==> src/rtl/prog_loader.sv <==
// Instruction-memory loader: packs decoded fields into 8-bit words, writes them from address 0,
// then reads every word back against a shadow copy and reports done or error.
// Input handshake: a field set transfers on a rising edge where in_valid && in_ready are both high.
module prog_loader #(
   parameter int DEPTH  = 6,
   parameter int ADDR_W = 3
) (
   input  logic              clk,
   input  logic              rst,
   input  logic              start,
   input  logic [ADDR_W-1:0] length,
   input  logic              in_valid,
   output logic              in_ready,
   input  logic [2:0]        in_opcode,
   input  logic              in_rs,
   input  logic              in_rd,
   input  logic [2:0]        in_shamt,
   output logic              mem_we,
   output logic [ADDR_W-1:0] mem_waddr,
   output logic [7:0]        mem_wdata,
   output logic [ADDR_W-1:0] mem_raddr,
   input  logic [7:0]        mem_rdata,
   output logic              busy,
   output logic              done,
   output logic              error,
   output logic [ADDR_W-1:0] err_addr,
   output logic [2:0]        dbg_state_o
);

   typedef enum logic [2:0] {
      S_IDLE   = 3'd0,
      S_LOAD   = 3'd1,
      S_FLUSH  = 3'd2,
      S_VERIFY = 3'd3,
      S_DONE   = 3'd4,
      S_ERROR  = 3'd5
   } state_t;

   localparam logic [ADDR_W-1:0] DEPTH_C = ADDR_W'(DEPTH);
   localparam logic [ADDR_W-1:0] ONE_C   = ADDR_W'(1);

   state_t            state_q;
   logic [ADDR_W-1:0] cnt_q;
   logic [ADDR_W-1:0] len_q;
   logic              in_ready_q;
   logic              mem_we_q;
   logic [ADDR_W-1:0] mem_waddr_q;
   logic [7:0]        mem_wdata_q;
   logic              done_q;
   logic              error_q;
   logic [ADDR_W-1:0] err_addr_q;
   logic [7:0]        shadow_q [DEPTH];

   logic [7:0]        word_in;
   logic [ADDR_W-1:0] cnt_inc;
   logic              beat;

   assign word_in = {in_opcode, in_rd, in_rs, in_shamt};
   assign cnt_inc = cnt_q + ONE_C;
   assign beat    = (state_q == S_LOAD) && in_valid && in_ready_q;

   always_ff @(posedge clk or posedge rst) begin
      if (rst) begin
         state_q     <= S_IDLE;
         cnt_q       <= '0;
         len_q       <= '0;
         in_ready_q  <= 1'b0;
         mem_we_q    <= 1'b0;
         mem_waddr_q <= '0;
         mem_wdata_q <= '0;
         done_q      <= 1'b0;
         error_q     <= 1'b0;
         err_addr_q  <= '0;
      end else begin
         mem_we_q <= 1'b0;
         case (state_q)
            S_IDLE, S_DONE, S_ERROR: begin
               if (start) begin
                  cnt_q  <= '0;
                  done_q <= 1'b0;
                  if (length == '0 || length > DEPTH_C) begin
                     state_q    <= S_ERROR;
                     error_q    <= 1'b1;
                     err_addr_q <= '0;
                  end else begin
                     state_q    <= S_LOAD;
                     len_q      <= length;
                     in_ready_q <= 1'b1;
                     error_q    <= 1'b0;
                  end
               end
            end
            S_LOAD: begin
               if (beat) begin
                  mem_wdata_q <= word_in;
                  mem_waddr_q <= cnt_q;
                  mem_we_q    <= 1'b1;
                  cnt_q       <= cnt_inc;
                  if (cnt_inc == len_q) begin
                     state_q    <= S_FLUSH;
                     in_ready_q <= 1'b0;
                  end
               end
            end
            // The final write is still in flight here; reading starts once it has landed.
            S_FLUSH: begin
               cnt_q   <= '0;
               state_q <= S_VERIFY;
            end
            S_VERIFY: begin
               if (mem_rdata != shadow_q[cnt_q]) begin
                  state_q    <= S_ERROR;
                  error_q    <= 1'b1;
                  err_addr_q <= cnt_q;
               end else if (cnt_q == len_q - ONE_C) begin
                  state_q <= S_DONE;
                  done_q  <= 1'b1;
               end else begin
                  cnt_q <= cnt_inc;
               end
            end
            default: state_q <= S_IDLE;
         endcase
      end
   end

   always_ff @(posedge clk) begin
      if (beat) shadow_q[cnt_q] <= word_in;
   end

   assign in_ready    = in_ready_q;
   assign mem_we      = mem_we_q;
   assign mem_waddr   = mem_waddr_q;
   assign mem_wdata   = mem_wdata_q;
   assign mem_raddr   = (state_q == S_VERIFY) ? cnt_q : '0;
   assign busy        = (state_q == S_LOAD) || (state_q == S_FLUSH) || (state_q == S_VERIFY);
   assign done        = done_q;
   assign error       = error_q;
   assign err_addr    = err_addr_q;
   assign dbg_state_o = state_q;

endmodule

==> config.mk <==
export PLATFORM = sky130hd
export DESIGN_NAME = prog_loader
export DESIGN_NICKNAME = d
export VERILOG_FILES = /design/src/rtl/prog_loader.sv
export SDC_FILE = /design/constraint.sdc
export NUM_CORES = 1
export LEC_CHECK = 0
export BUFFER_PORTS_ARGS = -buffer_cell sky130_fd_sc_hd__buf_2
export CORE_ASPECT_RATIO = 0.9
export CORE_UTILIZATION = 52
export DETAILED_ROUTE_END_ITERATION = 8
export PLACE_DENSITY_LB_ADDON = 0.15
export SYNTH_ARGS = -nofsm -noshare
export SYNTH_HDL_FRONTEND = slang
export SYNTH_SLANG_ARGS = --single-unit
==> constraint.sdc <==
create_clock -name clk -period 2.95 [get_ports clk]
set_clock_uncertainty 0.05 [all_clocks]
set_input_delay 0.59 -clock clk [delete_from_list [all_inputs] [get_ports clk]]
set_output_delay 0.59 -clock clk [all_outputs]
set_load 0.05 [all_outputs]
==> Implementation_results.wiki <==
{| class="wikitable"
! Metric !! Value
|-
| Worst supply voltage drop on vdd || around 600 uV
|-
| CTS tree || yes
|-
| Critical-path cell list || buf_12, ha_1, xor2_1, o41ai_1, nor2b_1, and3_1, mux2_2
|-
| Result of the run || finished clean
|-
| Synth async-reset ratio || 0.360
|-
| Category of the most critical setup path || flop to flop
|-
| DR DRC count || 0
|-
| Crit start category || flop
|-
| Power Total || 0.00439 W
|-
| Clock Latency Late Sink || 0.35 ns
|-
| Average via count per standard cell || between 5 and 6
|-
| Final HPWL DP || around 5 mm
|-
| Detailed-routing iteration count for the pre-antenna-repair pass || 4
|-
| Post-Place Cell Area || 0.00385 sq mm
|-
| Leakage || approximately 1.7 nW
|-
| Critical Path Fanout Max || 18
|-
| Critical Path Start || cnt_q[0]$_DFFE_PP0P_
|-
| Global-route wire length before repair || 11.8 mm
|-
| Clock Path Buffers || 2
|-
| Final Hold Slack || 0.253 ns
|-
| Final weighted congestion of routability-driven global placement || 0.775
|-
| Post-CTS setup repair buffer count || 0
|-
| Top FF cell, synth || sky130_fd_sc_hd__edfxtp_1
|-
| F_max || 373 MHz
|-
| Max Cap Violations || 0
|-
| Residual antenna-violating net count after detailed routing || 0
|-
| Leading cell type in the layout, fill and taps excluded || sky130_fd_sc_hd__edfxtp_1
|-
| Slowest Stage Delay on Critical Path || 0.50 ns
|-
| Transition time at the pin with the least slew margin || 0.571 ns
|-
| Arrival @ worst endpoint || 2.86 ns
|-
| RSZ-0062 raised after global routing || false
|-
| Global route total overflow || 0
|-
| CP max-delay cell || sky130_fd_sc_hd__dfrtp_1
|-
| Share of cells above drive strength 1 || 0.340
|-
| Sum of negative setup slack || 0 ns
|-
| Detailed-route via count || 2,208
|-
| Nets in the synthesized netlist || 268
|-
| Clock-pin slew on the worst setup and hold paths || 0.08 ns
|-
| Number of H-tree levels || 3
|-
| Ratio of final minimum period to clock period || 0.909
|-
| Number of hold buffers added after cts || 0
|-
| Layout-stage area growth over the synthesis result || 21.1%
|-
| Die height || 78.6 um
|-
| Number of I/O port buffers || 47
|-
| #FFs+latches synth || 75
|-
| Combined global-route utilization of all metal layers || 0.238
|-
| Final Max Tran Viols || 0
|-
| Post-CTS resize count || 0
|-
| Number of instances in the synthesized netlist || 243
|-
| Post-Synthesis Mean Instance Area || 13.9 sq um
|-
| Worst hold-check path type || input port to asynchronous set/reset pin
|-
| Number of enable flip-flop cells after synthesis || 48
|-
| Number of library cell types mapped by synthesis || 43
|-
| Worst slew margin relative to its limit || 0.619
|-
| Commonest cells after routing, fill and taps aside || sky130_fd_sc_hd__edfxtp_1 (48), sky130_fd_sc_hd__buf_2 (47), sky130_fd_sc_hd__dfrtp_1 (27), sky130_fd_sc_hd__buf_4 (19)
|-
| Cell area after technology mapping || roughly 0.0034 sq mm
|-
| Final design instance area without fill || 0.00410 sq mm
|-
| Sequential cell area fraction in the yosys report || 0.625
|-
| Die boundary width || 87.1 um
|-
| Final hold vios || 0
|-
| Number of cells traversed by the worst register-to-register path || 7
|-
| Root Driver || sky130_fd_sc_hd__clkbuf_8
|-
| Diodes inserted || 0
|-
| Layout fillers || between 500 and 600
|-
| Number of antenna violations at the first check in global routing || 0
|-
| Kind of capture point of the worst setup path || flop
|-
| Maximum number of pins on one net before global-route repair || 28
|-
| Number of failing setup endpoints in the final timing report || 0
|-
| Count of warnings emitted by yosys || 0
|-
| Startpoint of the worst register-to-register path || cnt_q[0]$_DFFE_PP0P_
|-
| Clock Sink Count || 75
|-
| Number of non-filler instances in the completed layout || 402
|-
| Required arrival time at the worst endpoint || 3.13 ns
|-
| Worst reg2reg path endpoint || len_q[2]$_DFFE_PP0P_
|-
| Final critical delay including setup and external delays || 2.68 ns
|-
| Die area || roughly 0.007 sq mm
|-
| Routed WL per cell || 17.7 um
|-
| Starting density of the core || 0.545
|-
| Violation count after the first detailed-route iteration || 89
|-
| Worst-case register-to-register setup slack || 0.27 ns
|-
| Cell count after placement || 386
|-
| Total power per unit cell area || 1070 mW/mm^2
|-
| Cell Rows || 27
|-
| Boundary pin count || 48
|-
| Total clock buffers created by CTS || 9
|-
| Total number of nets in the final design || 335
|-
| Core box area || 0.00622 sq mm
|-
| Total length of routed wires || 7.11 mm
|-
| Vias in the first global route || 2,296
|}
Yosys cell counts, types with 3 or more instances:
cell | number | share of area
sky130_fd_sc_hd__a21oi_1 | 7 | 0.010
sky130_fd_sc_hd__a22o_1 | 3 | 0.0078
sky130_fd_sc_hd__a31oi_1 | 3 | 0.0055
sky130_fd_sc_hd__and3_1 | 4 | 0.0074
sky130_fd_sc_hd__clkbuf_1 | 7 | 0.0078
sky130_fd_sc_hd__dfrtp_1 | 27 | 0.20
sky130_fd_sc_hd__edfxtp_1 | 48 | 0.43
sky130_fd_sc_hd__inv_1 | 8 | 0.0089
sky130_fd_sc_hd__mux2_2 | 14 | 0.047
sky130_fd_sc_hd__mux2i_1 | 17 | 0.050
sky130_fd_sc_hd__mux4_2 | 4 | 0.027
sky130_fd_sc_hd__nand2_1 | 14 | 0.016
sky130_fd_sc_hd__nand2b_1 | 3 | 0.0055
sky130_fd_sc_hd__nand3_1 | 4 | 0.0059
sky130_fd_sc_hd__nor2_1 | 13 | 0.014
sky130_fd_sc_hd__nor2b_1 | 5 | 0.0092
sky130_fd_sc_hd__nor3_1 | 5 | 0.0074
sky130_fd_sc_hd__o21ai_0 | 5 | 0.0074
sky130_fd_sc_hd__xnor2_1 | 5 | 0.013
sky130_fd_sc_hd__xor2_1 | 17 | 0.044
registers in the layout, summed over array words and instances (netlist names):
register,count
shadow_q,48
mem_wdata,8
cnt_q,3
dbg_state_o,3
err_addr,3
len_q,3
mem_waddr,3
done,1
error,1
in_ready,1
mem_we,1
metrics by stage:
step           setup WS [ns]   util
6_report               0.270  0.660
5_1_grt                0.110  0.660
4_1_cts                0.258  0.660
3_5_place_dp           0.306  0.619
3_3_place_gp           0.369  0.619
2_1_floorplan         0.0648      -
worst max path at each step:
stage,depth (start not counted),slack [ns],to
after floorplan,6,0.06,shadow_q[1][0]$_DFFE_PP_
after global placement,8,0.37,cnt_q[1]$_DFFE_PP0P_
after detailed placement,8,0.31,cnt_q[1]$_DFFE_PP0P_
after CTS,8,0.26,err_addr[0]$_DFFE_PP0P_
after global routing,8,0.11,cnt_q[1]$_DFFE_PP0P_
final,7,0.27,len_q[2]$_DFFE_PP0P_
final cells by class:
class	instances	area (sq um)	area share
Sequential cell	75	2120	0.516
Multi-Input combinational cell	149	1190	0.291
Timing Repair Buffer	67	398	0.0970
Clock buffer	12	155	0.0378
Tap cell	87	109	0.0265
Clock inverter	4	97.6	0.0238
Inverter	8	30.0	0.00732
cell families (layout without fill, tap and decap cells):
family                   Yosys count  in the layout  synth area share
AO/OA/AOI/OAI                     32             32            0.0665
XOR/XNOR                          22             22            0.0569
adder cells (fa/ha/maj)            2              2           0.00739
buffers and inverters             19             91            0.0251
flip-flops                        75             75             0.625
multiplexers                      37             37             0.130
AND/OR/NAND/NOR                   56             56            0.0887
power by group:
| part | switching [W] | leakage, nW | internal (W) |
|---|---|---|---|
| clock network | 0.000368 | 0.123 | 0.000609 |
| registers | 0.000179 | 0.770 | 0.00134 |
| logic | 0.00120 | 0.775 | 0.000702 |
| total | 0.00174 | 1.67 | 0.00265 |
metal layers:
layer  GRT usage  up-vias  share of wire
met1       0.320     1100           0.45
met3      0.0673        7          0.057
met5           0        -              0
li1            -     1033              -
met2       0.377       68           0.48
met4      0.0717        0          0.014
critical path: cells and delay by family, from the launching register on:
family,cells,cell delay (ns)
adder cells (fa/ha/maj),1,0.32
XOR/XNOR,1,0.16
buffers and inverters,1,0.22
multiplexers,1,0.36
AND/OR/NAND/NOR,2,0.53
AO/OA/AOI/OAI,1,0.42
flip-flops,1,0.50
(Power assumes the default switching activity.)
